### config.mk
export PLATFORM = sky130hd
export DESIGN_NAME = multi_axis_move_engine
export DESIGN_NICKNAME = d
export VERILOG_FILES = /design/src/rtl/multi_axis_move_engine.sv
export SDC_FILE = /design/constraint.sdc
export NUM_CORES = 1
export LEC_CHECK = 0
export ABC_AREA = 1
export CAP_MARGIN = 25
export CORE_ASPECT_RATIO = 1.25
export CORE_MARGIN = 4
export CORE_UTILIZATION = 40
export CTS_CLUSTER_DIAMETER = 50
export DETAILED_ROUTE_END_ITERATION = 7
export SYNTH_ARGS = -nofsm -noshare
export SYNTH_HDL_FRONTEND = slang
export SYNTH_SLANG_ARGS = --single-unit
### constraint.sdc
create_clock -name clock -period 4.9 [get_ports clock]
set_input_delay 0.98 -clock clock [delete_from_list [all_inputs] [get_ports clock]]
set_output_delay 0.98 -clock clock [all_outputs]
set_load 0.05 [all_outputs]
### src/rtl/multi_axis_move_engine.sv
// multi_axis_move_engine: takes one cube move over valid/ready and runs the
// selected stepper axis through direction setup, N step pulses, settle and
// done. No-op codes complete without touching the driver pins.
module multi_axis_move_engine #(
   parameter int STEPS_PER_QUARTER = 50,
   parameter int STEP_PERIOD       = 1000000,
   parameter int DIR_SETUP_CYCLES  = 100,
   parameter int SETTLE_CYCLES     = 5000000,
   parameter int NUM_AXES          = 6,
   parameter int EN_ACTIVE_LOW     = 1
)(
   input  logic                clock,
   input  logic                reset,
   input  logic [3:0]          move_code,
   input  logic                move_half,
   input  logic                move_valid,
   output logic                move_ready,
   output logic                move_done,
   output logic                busy,
   output logic                dir_pin,
   output logic                step_pin,
   output logic [NUM_AXES-1:0] en_pins
);

   localparam logic [2:0] S_IDLE   = 3'd0;
   localparam logic [2:0] S_SETUP  = 3'd1;
   localparam logic [2:0] S_STEP   = 3'd2;
   localparam logic [2:0] S_SETTLE = 3'd3;
   localparam logic [2:0] S_DONE   = 3'd4;

   localparam int PER_W   = $clog2(STEP_PERIOD);
   localparam int STP_W   = $clog2(2 * STEPS_PER_QUARTER + 1);
   localparam int DLY_MAX = (DIR_SETUP_CYCLES > SETTLE_CYCLES) ? DIR_SETUP_CYCLES : SETTLE_CYCLES;
   localparam int DLY_W   = (DLY_MAX > 1) ? $clog2(DLY_MAX) : 1;
   localparam int SETTLE_LAST_I = (SETTLE_CYCLES > 0) ? SETTLE_CYCLES - 1 : 0;

   localparam logic [PER_W-1:0] PER_LAST    = PER_W'(STEP_PERIOD - 1);
   localparam logic [PER_W-1:0] PER_HIGH    = PER_W'(STEP_PERIOD / 2);
   localparam logic [STP_W-1:0] Q_LAST      = STP_W'(STEPS_PER_QUARTER - 1);
   localparam logic [STP_W-1:0] H_LAST      = STP_W'(2 * STEPS_PER_QUARTER - 1);
   localparam logic [DLY_W-1:0] SETUP_LAST  = DLY_W'(DIR_SETUP_CYCLES - 1);
   localparam logic [DLY_W-1:0] SETTLE_LAST = DLY_W'(SETTLE_LAST_I);
   localparam logic [NUM_AXES-1:0] EN_OFF   = (EN_ACTIVE_LOW != 0) ? {NUM_AXES{1'b1}} : {NUM_AXES{1'b0}};

   // One-hot enable pattern (active-high sense) for an axis index.
   function automatic logic [NUM_AXES-1:0] axis_onehot(input logic [2:0] axis);
      logic [NUM_AXES-1:0] r;
      r = {NUM_AXES{1'b0}};
      for (int i = 0; i < NUM_AXES; i++) begin
         r[i] = (axis == 3'(i));
      end
      return r;
   endfunction

   logic [2:0]          state_r, state_nx_s;
   logic [DLY_W-1:0]    dly_r, dly_nx_s;
   logic [PER_W-1:0]    per_r, per_nx_s;
   logic [STP_W-1:0]    stp_r, stp_nx_s;
   logic [2:0]          axis_r, axis_nx_s;
   logic                dir_r, dir_nx_s;
   logic                half_r, half_nx_s;
   logic                hold_r, hold_nx_s;
   logic                step_r, done_r, busy_r;
   logic [NUM_AXES-1:0] en_r;
   logic                face_s;
   logic                active_s;
   logic [STP_W-1:0]    n_last_s;
   logic [NUM_AXES-1:0] en_act_s;

   assign face_s = (move_code[3:1] != 3'd0) && (move_code[3:1] != 3'd7) &&
                   (int'(move_code[3:1]) <= NUM_AXES);

   assign move_ready = (state_r == S_IDLE) & ~reset;
   assign move_done  = done_r;
   assign busy       = busy_r;
   assign dir_pin    = dir_r;
   assign step_pin   = step_r;
   assign en_pins    = en_r;

   // Next-state, counter and latched-move computation.
   always_comb begin
      state_nx_s = state_r;
      dly_nx_s   = dly_r;
      per_nx_s   = per_r;
      stp_nx_s   = stp_r;
      axis_nx_s  = axis_r;
      dir_nx_s   = dir_r;
      half_nx_s  = half_r;
      hold_nx_s  = hold_r;
      n_last_s   = half_r ? H_LAST : Q_LAST;
      case (state_r)
         S_IDLE: begin
            if (move_valid) begin
               if (face_s) begin
                  state_nx_s = S_SETUP;
                  axis_nx_s  = move_code[3:1] - 3'd1;
                  dir_nx_s   = ~move_code[0];
                  half_nx_s  = move_half;
                  dly_nx_s   = {DLY_W{1'b0}};
               end else begin
                  // No-op: spend one extra cycle in DONE before the pulse.
                  state_nx_s = S_DONE;
                  hold_nx_s  = 1'b1;
               end
            end else begin
               state_nx_s = S_IDLE;
            end
         end
         S_SETUP: begin
            if (dly_r == SETUP_LAST) begin
               state_nx_s = S_STEP;
               per_nx_s   = {PER_W{1'b0}};
               stp_nx_s   = {STP_W{1'b0}};
            end else begin
               dly_nx_s = dly_r + DLY_W'(1);
            end
         end
         S_STEP: begin
            if (per_r == PER_LAST) begin
               per_nx_s = {PER_W{1'b0}};
               if (stp_r == n_last_s) begin
                  if (SETTLE_CYCLES == 0) begin
                     state_nx_s = S_DONE;
                  end else begin
                     state_nx_s = S_SETTLE;
                     dly_nx_s   = {DLY_W{1'b0}};
                  end
               end else begin
                  stp_nx_s = stp_r + STP_W'(1);
               end
            end else begin
               per_nx_s = per_r + PER_W'(1);
            end
         end
         S_SETTLE: begin
            if (dly_r == SETTLE_LAST) begin
               state_nx_s = S_DONE;
            end else begin
               dly_nx_s = dly_r + DLY_W'(1);
            end
         end
         S_DONE: begin
            if (hold_r) begin
               hold_nx_s = 1'b0;
            end else begin
               state_nx_s = S_IDLE;
            end
         end
         default: begin
            state_nx_s = S_IDLE;
         end
      endcase
   end

   // Output values that follow from the next state, so the pins are registered.
   always_comb begin
      active_s = (state_nx_s == S_SETUP) || (state_nx_s == S_STEP) || (state_nx_s == S_SETTLE);
      if (active_s) begin
         en_act_s = axis_onehot(axis_nx_s);
      end else begin
         en_act_s = {NUM_AXES{1'b0}};
      end
   end

   // State, counters and registered pin outputs.
   always_ff @(posedge clock) begin
      if (reset) begin
         state_r <= S_IDLE;
         dly_r   <= {DLY_W{1'b0}};
         per_r   <= {PER_W{1'b0}};
         stp_r   <= {STP_W{1'b0}};
         axis_r  <= 3'd0;
         dir_r   <= 1'b0;
         half_r  <= 1'b0;
         hold_r  <= 1'b0;
         step_r  <= 1'b0;
         done_r  <= 1'b0;
         busy_r  <= 1'b0;
         en_r    <= EN_OFF;
      end else begin
         state_r <= state_nx_s;
         dly_r   <= dly_nx_s;
         per_r   <= per_nx_s;
         stp_r   <= stp_nx_s;
         axis_r  <= axis_nx_s;
         dir_r   <= dir_nx_s;
         half_r  <= half_nx_s;
         hold_r  <= hold_nx_s;
         step_r  <= (state_nx_s == S_STEP) && (per_nx_s < PER_HIGH);
         done_r  <= (state_nx_s == S_DONE) && !hold_nx_s;
         busy_r  <= (state_nx_s != S_IDLE);
         en_r    <= (EN_ACTIVE_LOW != 0) ? ~en_act_s : en_act_s;
      end
   end

endmodule

==> flow_metrics.py <==
metrics = {
    "final_layout": {
        "multiInputGateArea_sq_um": 2352,
        "area_growth_pct": 14.30,
        "fillCellCount": 1076,
        "drive_gt1_share_pct": 12.21,
        "final_net_count": 656,
        "seqCellArea_sq_um": 1361,
        "utilization_pct": 46.74,
        "n_antenna_cell": 0,
    },
    "floorplanning": {
        "start_util_pct": 40.89,
        "fp-row-count": 41,
        "fp.dieW_um": 98.68,
        "die_h_um": 121.4,
        "num_io_pins": 19,
        "dieArea_sq_um": 11970,
        "core_area_sq_um": 10050,
    },
    "pwr": {
        "ir_worst_vdd_v": 0.0001845,
        "p_per_area_nw_per_um2": 369.5,
        "p_comb_share_pct": 24.2,
        "power_frac_seq_pct": 35.0,
        "switching_share_pct": 33.74,
        "power_frac_clock_pct": 40.8,
        "p_leak_nw": 1.935,
        "p_int_mw": 1.150,
        "switchingPower_mw": 0.5859,
    },
    "synth": {
        "synthArstFlopShare_pct": 0,
        "syn_area_sq_um": 4111,
        "syn_nets": 638,
        "synth-edff-count": 0,
        "yosysWarnings": 0,
        "synthCells": 624,
        "ys.flop_type": "dfxtp_1",
        "ys_seq_area_share_pct": 33.11,
        "postSynthAreaPerCell_sq_um": 6.589,
        "ys_types": 47,
        "synth-seq-cells": 68,
    },
    "worst_setup_path": {
        "r2r_end": "dly_r[13]",
        "r2r_cells": 13,
        "critPathKind": "input port to output port",
        "path_max_fanout": 2,
        "r2r_start": "dly_r[0]",
        "crit_top_cell": "clkdlybuf4s50_1",
        "start_kind": "input port",
        "cp-end-kind": "output port",
        "path_cells": "clkdlybuf4s50_1, nor2_1, clkdlybuf4s50_1",
        "crit_slowest_cell": "clkdlybuf4s50_1",
        "crit_buf_inv": 2,
        "crit_required_ns": 3.92,
        "cp.arrival_ns": 2.32,
        "cp_top_family": "buffers and inverters",
        "crit_path_max_incr_delay_ns": 0.80,
        "r2r_slack_ns": 2.49,
    },
    "sta": {
        "finalMaxSlewViolations": 0,
        "fmax_mhz": 303.2,
        "clock_skew_ns": 0.008549,
        "hold_violations": 0,
        "max_slew_margin_pct": 66.59,
        "rsz0062_at_grt": "false",
        "worst_slew_pin_slew_ns": 0.4996,
        "fin_setup_tns_ns": 0,
        "period_minus_slack_ns": 3.298,
        "finalCritPeriodShare_pct": 67.30,
        "setup_violations": 0,
    },
    "clock_network": {
        "path_clk_slew_ns": 0.05,
        "cts_buffer_depth": 2,
        "clock_tree.htree_level_count": 3,
        "cts_tree": "yes",
        "postCtsHoldBufs": 0,
        "cts.sinks": 68,
        "clk_latency_ns": 0.34,
        "cts-resized-gates": 0,
        "cts_made_buffers": 9,
        "post-cts-setup-buffer-count": 0,
        "root_buffer": "clkbuf_16",
    },
    "min_path": {
        "whs_endpoint": "per_r[0]",
        "hold_depth": 1,
        "hold_path.class": "register to register",
        "holdCritStartpoint": "per_r[0]",
    },
    "placed_design": {
        "place_hpwl_um": 7510,
        "port_buffers": 18,
        "gp_congestion": 0.8670,
    },
    "global_routing": {
        "antenna_found_initial": 0,
        "grt_overflow": 0,
        "grt_usage_pct": 17.79,
        "grt_pass1_vias": 3858,
        "grt_pass1_wl_um": 17280,
        "grt_max_degree": 33,
    },
    "route": {
        "vias": 3947,
        "wl_met3_um": 275,
        "wl_met1_um": 4274,
        "wl_met2_um": 5028,
        "wire_per_inst_um": 12.82,
        "drt-pass1-iter-count": 4,
        "viasPerCell": 5.086,
        "ant_nets": 0,
        "wirelength_um": 9945,
        "drc": 0,
        "dr.max_layer_used": "met4",
        "drt_iter0_markers": 174,
    },
    "status": {
        "outcome": "finished clean",
    },
    "flow_run": {
        "maxCapViolCount": 0,
    },
}
[kinds of logic (layout without fill, tap and decap cells)]
logic type               after synthesis  in the layout  synth area share, %
AND/OR/NAND/NOR                      370            370                42.94
buffers and inverters                 94            117                9.677
AO/OA/AOI/OAI                         79             79                10.96
flip-flops                            68             68                33.11
XOR/XNOR                               7              7                1.491
adder cells (fa/ha/maj)                6              6                1.826
[worst max path at each step]
stage / startpoint / to / slack (ns) / cells after the start
2_1_floorplan: reset / move_ready / 1.87 / 3
3_3_place_gp: reset / move_ready / 1.61 / 3
3_5_place_dp: move_code[2] / dly_r[19] / 1.55 / 17
4_1_cts: reset / move_ready / 1.59 / 3
5_1_grt: reset / move_ready / 1.55 / 3
6_report: reset / move_ready / 1.60 / 3
[registers in the layout, summed over array words and instances, names as in the netlist]
register / count
axis_r: 3
busy: 1
dir_pin: 1
dly_r: 23
en_pins: 6
half_r: 1
hold_r: 1
move_done: 1
per_r: 20
state_r: 3
step_pin: 1
stp_r: 7
[synthesized netlist by cell type (2+ instances only)]
master,number,area [sq um]
buf_6,4,45.04
nand2_1,146,548.0
nand2_4,5,56.30
a31oi_1,3,18.77
nand3_4,2,35.03
xor2_1,3,26.28
buf_2,2,10.01
inv_1,65,244.0
nand4_1,15,93.84
a21oi_1,39,195.2
nor2_1,100,375.4
dfxtp_1,68,1361
inv_2,16,60.06
nand3_2,6,60.06
ha_1,6,75.07
nor2_4,2,22.52
nor4_1,3,18.77
nor3b_1,3,22.52
o21ai_1,9,45.04
nor2_2,11,68.82
or2_2,5,31.28
buf_4,2,15.01
nand2_2,3,18.77
nor2_8,2,40.04
nand3_1,43,215.2
nor3_1,18,90.09
clkbuf_1,3,11.26
xnor2_1,4,35.03
o21ai_0,18,90.09
[layer usage]
metal	track usage, %	up-vias
met4	10.50	0
met1	20.23	1804
met2	30.96	63
met5	0	-
li1	-	2046
met3	3.105	34
[power by group through the flow]
stage          Combinational, mW  Clock [mW]  Sequential (mW)
2_1_floorplan              0.303           0            0.659
3_3_place_gp               0.421           0            0.620
3_5_place_dp               0.424           0            0.621
4_1_cts                    0.426       0.724            0.608
5_1_grt                    0.464       0.747            0.613
6_report                   0.420       0.709            0.608
[cell type report]
cell class,instances,area share [%]
clock buffers,9,4.792
flip-flops and latches,68,28.97
inverters,82,6.656
clock inverters,7,2.103
repair buffers,19,3.994
well taps,129,3.435
multi-input cells,462,50.05
[through the flow]
step	cell area (sq um)	hold WS (ns)	setup slack [ns]	total power [mW]	cells
5_1_grt	4700	0.5105	1.551	1.824	776
3_5_place_dp	4375	0.4715	1.549	1.045	760
4_1_cts	4700	0.4810	1.586	1.758	776
3_3_place_gp	4375	0.4687	1.608	1.041	760
6_report	4700	0.4809	1.602	1.736	776
2_1_floorplan	4111	0.4473	1.874	0.9617	624
[cells in the final DEF (no fill, tap or decap), drive strengths merged, types with 9 or more instances in the layout]
master / instances
nor3: 19
nor2: 115
nand3: 51
clkbuf: 9
dfxtp: 68
inv: 83
o21ai: 28
a21oi: 41
nand4: 16
nand2: 154
clkdlybuf4s50: 18
Note: power is estimated with default switching activity, not from simulation.
